===== src/rtl/fetch_unit.sv =====
// Instruction-fetch stage: PC register, next-address select, redirect
// buffering across stalls, and saturating fetch/stall counters.
module fetch_unit #(
  parameter int ADDR_WIDTH = 32,
  parameter logic [ADDR_WIDTH-1:0] RESET_PC = '0,
  parameter int CNT_WIDTH = 32
) (
  input  logic                  clk,
  input  logic                  rst_n,
  input  logic                  i_hc_stall,
  input  logic                  i_dec_redirect,
  input  logic [ADDR_WIDTH-1:0] i_dec_target,
  input  logic                  i_ex_redirect,
  input  logic [ADDR_WIDTH-1:0] i_ex_target,
  input  logic                  i_cache_hit,
  input  logic [31:0]           i_cache_data,
  output logic [ADDR_WIDTH-1:0] o_cache_addr_next,
  output logic [ADDR_WIDTH-1:0] o_pc,
  output logic                  o_inst_valid,
  output logic [31:0]           o_inst_data,
  output logic                  o_fetch_stall,
  output logic [CNT_WIDTH-1:0]  o_fetch_count,
  output logic [CNT_WIDTH-1:0]  o_stall_count
);

  localparam logic [ADDR_WIDTH-1:0] PC_STEP = ADDR_WIDTH'(4);
  localparam logic [CNT_WIDTH-1:0]  CNT_ONE = CNT_WIDTH'(1);

  logic [ADDR_WIDTH-1:0] pc;
  logic                  pending_valid;
  logic                  pending_src;
  logic [ADDR_WIDTH-1:0] pending_target;
  logic [CNT_WIDTH-1:0]  fetch_cnt;
  logic [CNT_WIDTH-1:0]  stall_cnt;

  logic                  stall;
  logic                  any_redirect;
  logic [ADDR_WIDTH-1:0] ex_tgt;
  logic [ADDR_WIDTH-1:0] dec_tgt;
  logic [ADDR_WIDTH-1:0] redir_tgt;
  logic [ADDR_WIDTH-1:0] next_pc;
  logic                  take_pend;
  logic                  fetch_inc;

  assign stall        = i_hc_stall | ~i_cache_hit;
  assign any_redirect = i_ex_redirect | i_dec_redirect;
  assign ex_tgt       = {i_ex_target[ADDR_WIDTH-1:2], 2'b00};
  assign dec_tgt      = {i_dec_target[ADDR_WIDTH-1:2], 2'b00};
  assign redir_tgt    = i_ex_redirect ? ex_tgt : dec_tgt;

  // pending_src=1 marks an EX entry, which a later DEC must not displace
  assign take_pend = i_ex_redirect
                   | (i_dec_redirect & (~pending_valid | ~pending_src));

  always_comb begin
    next_pc = pc + PC_STEP;
    if (i_ex_redirect)
      next_pc = ex_tgt;
    else if (pending_valid)
      next_pc = pending_target;
    else if (i_dec_redirect)
      next_pc = dec_tgt;
  end

  always_ff @(posedge clk or negedge rst_n) begin
    if (!rst_n) begin
      pc             <= RESET_PC;
      pending_valid  <= 1'b0;
      pending_src    <= 1'b0;
      pending_target <= '0;
    end else if (stall) begin
      if (any_redirect && take_pend) begin
        pending_valid  <= 1'b1;
        pending_src    <= i_ex_redirect;
        pending_target <= redir_tgt;
      end
    end else begin
      pc            <= next_pc;
      pending_valid <= 1'b0;
      pending_src   <= 1'b0;
    end
  end

  assign fetch_inc = o_inst_valid & ~stall;

  always_ff @(posedge clk or negedge rst_n) begin
    if (!rst_n) begin
      fetch_cnt <= '0;
      stall_cnt <= '0;
    end else begin
      if (fetch_inc && !(&fetch_cnt))
        fetch_cnt <= fetch_cnt + CNT_ONE;
      if (stall && !(&stall_cnt))
        stall_cnt <= stall_cnt + CNT_ONE;
    end
  end

  assign o_fetch_stall     = stall;
  assign o_cache_addr_next = stall ? pc : next_pc;
  assign o_pc              = pc;
  assign o_inst_valid      = i_cache_hit & ~any_redirect & ~pending_valid;
  assign o_inst_data       = i_cache_data;
  assign o_fetch_count     = fetch_cnt;
  assign o_stall_count     = stall_cnt;

endmodule


===== config.mk =====
export PLATFORM = sky130hd
export DESIGN_NAME = fetch_unit
export DESIGN_NICKNAME = d
export VERILOG_FILES = /design/src/rtl/fetch_unit.sv
export SDC_FILE = /design/constraint.sdc
export NUM_CORES = 1
export LEC_CHECK = 0
export BUFFER_PORTS_ARGS = -buffer_cell sky130_fd_sc_hd__buf_2
export CAP_MARGIN = 20
export CORE_AREA = 2 2 131 133
export CTS_CLUSTER_DIAMETER = 30
export DETAILED_ROUTE_END_ITERATION = 8
export DIE_AREA = 0 0 133 135
export PLACE_DENSITY = 0.73
export SLEW_MARGIN = 15
export SYNTH_ARGS = -nofsm -noshare
export SYNTH_HDL_FRONTEND = slang
export SYNTH_SLANG_ARGS = --single-unit

===== constraint.sdc =====
create_clock -name clk -period 6.3 [get_ports clk]
set_input_delay 0.63 -clock clk [delete_from_list [all_inputs] [get_ports clk]]
set_output_delay 0.63 -clock clk [all_outputs]
set_load 0.01 [all_outputs]

==> impl_metrics.csv, run 1 <==
group,metric,value,unit
outcome,status,"complete, no violations",
synth,synth-edff-count,0,
critical_path,path_buf_inv,3,
power_and_ir_drop,power.share.switching,31.2,%
detailed_routing,drt_wl_total,21.4,mm
power_and_ir_drop,power_frac_seq,40.0,%
synth,synth-async-reset-ratio,100,%
critical_path,critPathArrivalTime,3.37,ns
timing,whs,0.116,ns
global_routing,gr-total-overflow,0,
power_and_ir_drop,p_clk_share,40.9,%
timing,max_freq,250,MHz
power_and_ir_drop,ir_drop,0.246,mV
clock_network,insertion_delay,0.44,ns
timing,fin_crit_sh,63.6,%
timing,setup-tns-final,0,ns
synth,yosys-top-cells-area,"dfrtp_1, xnor2_1, nand2_1",
clock_network,cts_buffer_depth,2,
clock_network,clk_pin_slew,0.06,ns
timing,timing.slew.headroom,38.3,%
synth,yosysTopAreaCellShare,43.7,%
timing,slew_violations,0,
timing,setup_viol,0,
synth,yosys.area.top_type,"dfrtp_1",
detailed_routing,avgRoutedWirePerCell,18.1,um
critical_path,crit_family,"buffers and inverters",
detailed_routing,drt_pass1_iterations,5,
synth,yosysUniqueCellTypes,65,
synth,synth_nets,904,
synth,synthCells,799,
clock_network,cts_resized,0,
floorplanning,die_y,135,um
timing,hold_violations,0,
timing,rsz0062_at_grt,"false",
synth,synth_warnings,0,
timing,finalClockSkew,0.0239,ns
critical_path,max_stage_delay,0.89,ns
final_layout,nets,1056,
synth,ys_seq_area_share,43.7,%
detailed_routing,drc,0,
global_routing,grt_pass1_vias,6367,
floorplanning,start_util,44.6,%
critical_path,cp-start-kind,"input port",
final_layout,synthToLayoutAreaGrowth,21.9,%
floorplanning,pin_count,264,
synth,ys_ff_latch,128,
synth,postSynthAreaPerCell,9.17,um^2
floorplanning,core,16400,um^2
global_routing,antenna_found_initial,2,
critical_path,crit_chain,"buf_2 -> clkinv_1 -> nand2_1 -> a221oi_1 -> a21oi_1 -> o221a_2 -> buf_2",
critical_path,critPathSlowestCell,"clkinv_1",
critical_path,cp.required,5.67,ns
clock_network,cts_setup_buffers,0,
clock_network,ctsHoldBuffers,0,
power_and_ir_drop,power_density,293,nW/um^2
clock_network,cts_sinks,128,
floorplanning,die_w,133,um
critical_path,cp-end-kind,"primary output",
worst_hold_path,hp-class,"input port to asynchronous set/reset pin",
power_and_ir_drop,comb_power_share,19.0,%
power_and_ir_drop,p_int,1.80,mW
job,maxCapViolations,0,
clock_network,root_buffer,"clkbuf_16",
clock_network,cts_tree,"done",
global_routing,grt_max_degree,81,
critical_path,criticalPathCategory,"input port to primary output",
floorplanning,die_area,18000,um^2
critical_path,cp_max_fo,33,
global_routing,grtUsageTotal,24.0,%
timing,worst_pin_slew,0.919,ns
final_layout,layout-drive-gt1-share,27.4,%
synth,syn-cell-area,7320,um^2
detailed_routing,drtIter0Drc,436,
place,gp_congestion,0.823,
final_layout,fill_cells,1477,
detailed_routing,routed-via-count,6738,
clock_network,htree_levels,4,
synth,ys.flop_type,"dfrtp_1",
detailed_routing,final_antenna_net_count,0,
place,io_buffers,195,
detailed_routing,vias_per_cell,5.68,
power_and_ir_drop,p_sw,0.815,mW
timing,finalCriticalPeriod,4.00,ns
power_and_ir_drop,leakage,4.01,nW
clock_network,cts_buffers,17,
global_routing,grt_pass1_wl,34.1,mm
place,dp_hpwl,14.9,mm
critical_path,crit_path_frequent_cell,"buf_2",
floorplanning,fp-row-count,47,
==> flip-flops by register name, indices dropped and copies added (netlist names) <==
register,count
pending_src,1
o_stall_count,32
o_pc,32
o_fetch_count,32
pending_target,30
pending_valid,1
==> stage by stage <==
| step | instances | cell area (um^2) | setup WS [ns] | utilization (%) | power, mW |
|---|---|---|---|---|---|
| after global routing | 1184 | 8920 | 2.12 | 54.4 | 2.73 |
| after CTS | 1183 | 8890 | 2.35 | 54.2 | 2.63 |
| after global placement | 1151 | 8260 | 2.38 | 50.3 | 1.54 |
| final | 1186 | 8930 | 2.30 | 54.4 | 2.61 |
| after detailed placement | 1151 | 8260 | 2.32 | 50.3 | 1.55 |
| after floorplan | 799 | 7320 | 3.69 | - | 1.34 |
==> worst reg2reg max path: cells and delay by family, from the launching register on <==
family / cells / cell delay [ns]
buf+inv: 1 / 0.22
simple gates: 4 / 1.74
flops: 1 / 0.37
xor+xnor: 1 / 0.17
==> cells by family (layout without fill, tap and decap cells) <==
family	Yosys count	in the layout	synth area share, %
buffers and inverters	83	248	6.03
other	0	2	0
AOI/OAI and AO/OA	168	168	14.5
and+or+nand+nor	314	314	22.3
xor gates and xnor gates	69	69	8.25
DFF	128	128	43.7
muxes	34	34	4.70
adders and majority gates	3	3	0.513
==> layout by cell type (no fill, tap or decap), types with 3 or more instances in the layout <==
cell type / synthesis / final
a211oi_1: 7 / 7
a21boi_0: 9 / 9
a21oi_1: 24 / 24
a221oi_1: 10 / 10
a22oi_1: 3 / 3
a31o_2: 4 / 4
a31oi_1: 10 / 9
and2_1: 5 / 5
and3_1: 18 / 18
and4_1: 6 / 6
buf_2: 8 / 194
buf_4: 32 / 8
bufinv_16: 0 / 4
clkbuf_16: 0 / 17
clkinv_4: 0 / 5
dfrtp_1: 128 / 128
ha_1: 3 / 3
inv_1: 12 / 12
inv_6: 0 / 4
mux2_2: 3 / 3
mux2i_1: 31 / 31
nand2_1: 92 / 92
nand2b_1: 3 / 3
nand3_1: 40 / 40
nand4_1: 31 / 31
nor2_1: 46 / 46
nor2b_1: 4 / 3
nor3_1: 21 / 21
nor3_2: 4 / 4
nor4_1: 12 / 12
o211ai_1: 5 / 5
o21a_1: 4 / 4
o21ai_0: 63 / 63
o22ai_1: 12 / 12
or2_2: 5 / 5
or3_1: 8 / 8
xnor2_1: 51 / 51
xor2_1: 18 / 18
==> synthesized netlist by cell type (all sizes together), types with 2 or more instances <==
| cell type | instances |
|---|---|
| o21a | 4 |
| o22ai | 12 |
| a311o | 2 |
| or3 | 8 |
| nand2 | 92 |
| xor2 | 18 |
| nor2b | 4 |
| nor2 | 46 |
| a311oi | 2 |
| dfrtp | 128 |
| mux2i | 31 |
| nor4 | 13 |
| clkbuf | 22 |
| nand4 | 33 |
| a221oi | 10 |
| ha | 3 |
| and4 | 7 |
| a211oi | 7 |
| a21oi | 24 |
| o211ai | 5 |
| o221ai | 2 |
| and2 | 5 |
| or4 | 4 |
| a31o | 4 |
| and3 | 19 |
| a21boi | 9 |
| a2111oi | 2 |
| mux2 | 3 |
| inv | 12 |
| or2 | 8 |
| xnor2 | 51 |
| nor3b | 2 |
| a31oi | 10 |
| o21ai | 64 |
| nor3 | 25 |
| nand3 | 41 |
| nand2b | 3 |
| a22oi | 3 |
| nand3b | 2 |
| buf | 48 |
==> path summary, 6_finish.rpt <==
kind	from	end	slack (ns)	depth (start not counted)
setup / recovery	i_ex_redirect	o_cache_addr_next[11]	2.30	7
hold / removal	rst_n	o_pc[26]	0.12	1
setup reg to reg	pending_valid	o_fetch_count[9]	3.69	6
hold reg to reg	pending_target[4]	pending_target[4]	0.48	2
max in group asynchronous	rst_n	o_fetch_count[15]	5.20	2
min in group clk	pending_target[4]	pending_target[4]	0.48	2
==> cell type report <==
class	count	area, um^2	area share [%]
clock buffer	18	429	4.81
timing repair buffer	203	1060	11.9
sequential	128	3200	35.9
clock inverter	14	204	2.28
inverter	13	48.8	0.547
tap	220	275	3.08
antenna	2	5.00	0.0561
multi-input combinational	588	3700	41.5
==> power groups by stage <==
stage	sequential [mW]	combinational, mW	clock [mW]
final	1.05	0.497	1.07
after global routing	1.06	0.548	1.12
after CTS	1.04	0.496	1.09
after detailed placement	1.06	0.495	0
after global placement	1.05	0.485	0
after floorplan	1.06	0.273	0
==> metal layers <==
layer	vias up	wire [um]	GRT usage, %
met5	-	0	0
met4	0	556	10.5
met1	3225	9010	30.4
met2	278	10100	38.1
met3	55	1770	7.55
li1	3180	-	-
No activity file was read; power rests on OpenSTA's default activity.
==> inputs of run 2 (changes only) <==
- clock period: 6.3 -> 3.7 ns (I/O delays scaled with it)
==> impl_metrics.csv, run 2 (synthesis results as in run 1) <==
group,metric,value,unit
clock_network,cts_sinks,128,
place,gp_congestion,0.825,
critical_path,worst-r2r-cell-count,5,
timing,setup_viol,0,
detailed_routing,drc,0,
timing,fin_crit_sh,86.4,%
final_layout,fin_util,54.6,%
clock_network,cts_setup_buffers,0,
timing,max_freq,313,MHz
timing,whs,0.0522,ns
clock_network,insertion_delay,0.42,ns
clock_network,clk_pin_slew,0.06,ns
final_layout,fin_cells,1192,
global_routing,gr-total-overflow,0,
power_and_ir_drop,power_density,491,nW/um^2
clock_network,cts_buffer_depth,2,
global_routing,grtUsageTotal,24.2,%
place,dp_cells,1160,
critical_path,r2r-start,"o_fetch_count[2]",
detailed_routing,avgRoutedWirePerCell,18.0,um
clock_network,htree_levels,4,
detailed_routing,routed-via-count,6785,
critical_path,rrSetupSlack,1.22,ns
final_layout,num_antenna_cells,0,
clock_network,root_buffer,"clkbuf_16",
critical_path,cp_max_fo,14,
timing,timing.slew.headroom,37.7,%
floorplanning,fp-row-count,47,
detailed_routing,vias_per_cell,5.69,
power_and_ir_drop,ir_drop,0.367,mV
timing,setup-tns-final,0,ns
floorplanning,die_y,135,um
global_routing,grt_pass1_wl,34.5,mm
timing,setup_ws,0.504,ns
floorplanning,die_area,18000,um^2
floorplanning,die_w,133,um
place,dp_hpwl,15.2,mm
critical_path,r2r_end,"o_fetch_count[1]",
job,maxCapViolations,0,
critical_path,crit_start,"pending_valid",
detailed_routing,drt_pass1_iterations,5,
clock_network,cts_tree,"done",
global_routing,grt_pass1_vias,6418,
place,placed_cell_area,8340,um^2
detailed_routing,drtIter0Drc,420,
final_layout,layout-drive-gt1-share,28.0,%
timing,finalClockSkew,0.00982,ns
detailed_routing,drt_wl_total,21.4,mm
outcome,status,"complete, no violations",
timing,rsz0062_at_grt,"false",
critical_path,criticalPathCategory,"flip-flop to primary output",
detailed_routing,final_antenna_net_count,0,
final_layout,synthToLayoutAreaGrowth,22.3,%
place,io_buffers,195,
timing,hold_violations,0,
place,preCtsSetupSlack,0.923,ns
floorplanning,start_util,44.6,%
final_layout,most-common-layout-cells,"buf_2, dfrtp_1, nand2_1",
floorplanning,core,16400,um^2
clock_network,cts_resized,0,
timing,slew_violations,0,
final_layout,design_area,8950,um^2
critical_path,cp-end-kind,"primary output",
critical_path,cp-start-kind,"flip-flop",
critical_path,cp.required,3.33,ns
clock_network,ctsHoldBuffers,0,
final_layout,layout_commonest_cell,"buf_2",
worst_hold_path,hp-class,"input port to asynchronous set/reset pin",
floorplanning,pin_count,264,
power_and_ir_drop,total_power,4.40,mW
global_routing,grt_max_degree,67,
final_layout,nets,1064,
critical_path,critPathArrivalTime,2.83,ns
timing,worst_pin_slew,0.931,ns
power_and_ir_drop,leakage,4.03,nW
clock_network,cts_buffers,17,
timing,finalCriticalPeriod,3.20,ns
global_routing,antenna_found_initial,1,
==> run 2: changes by cell type in the layout (fill, tap and decap cells not counted), sizes merged <==
cell	before	now
bufinv	4	3
clkinvlp	0	3
diode	2	0
clkinv	7	5
buf	203	211
==> run 2: where the power goes <==
part / leakage (nW) / total (mW) / internal [mW] / switching (mW)
Clock: 0.294 / 1.76 / 1.09 / 0.671
Combinational: 2.13 / 0.851 / 0.360 / 0.491
Sequential: 1.61 / 1.79 / 1.57 / 0.218
Total: 4.03 / 4.40 / 3.02 / 1.38
==> run 2: cell type report <==
| cell class | instances | area (um^2) |
|---|---|---|
| Inverter | 13 | 48.8 |
| Timing Repair Buffer | 211 | 1110 |
| Fill cell | 1519 | 7450 |
| Clock inverter | 14 | 179 |
| Clock buffer | 18 | 439 |
| Tap cell | 220 | 275 |
| Multi-Input combinational cell | 588 | 3700 |
| Sequential cell | 128 | 3200 |
==> run 2: worst max-delay path, cell delays in order (launching register included) <==
cell and delay, ns:
dfrtp_1 0.63, inv_1 0.07, buf_4 0.22, nor2_1 0.51, a221oi_1 0.18, nor3b_1 0.19, a221oi_1 0.40, buf_2 0.21
==> run 2: per-layer routing <==
metal	wire (um)	GRT usage (%)	vias up
li1	-	-	3196
met1	9050	31.1	3257
met2	10200	39.6	284
met3	1730	7.02	48
met4	493	7.71	0
met5	0	0	-
==> run 2: worst max-delay path by stage <==
| stage | to | cells after the start |
|---|---|---|
| after CTS | o_cache_addr_next[21] | 7 |
| after global routing | o_cache_addr_next[21] | 7 |
| after detailed placement | o_cache_addr_next[21] | 7 |
| after floorplan | o_cache_addr_next[21] | 6 |
| final | o_cache_addr_next[21] | 7 |
| after global placement | o_cache_addr_next[21] | 7 |
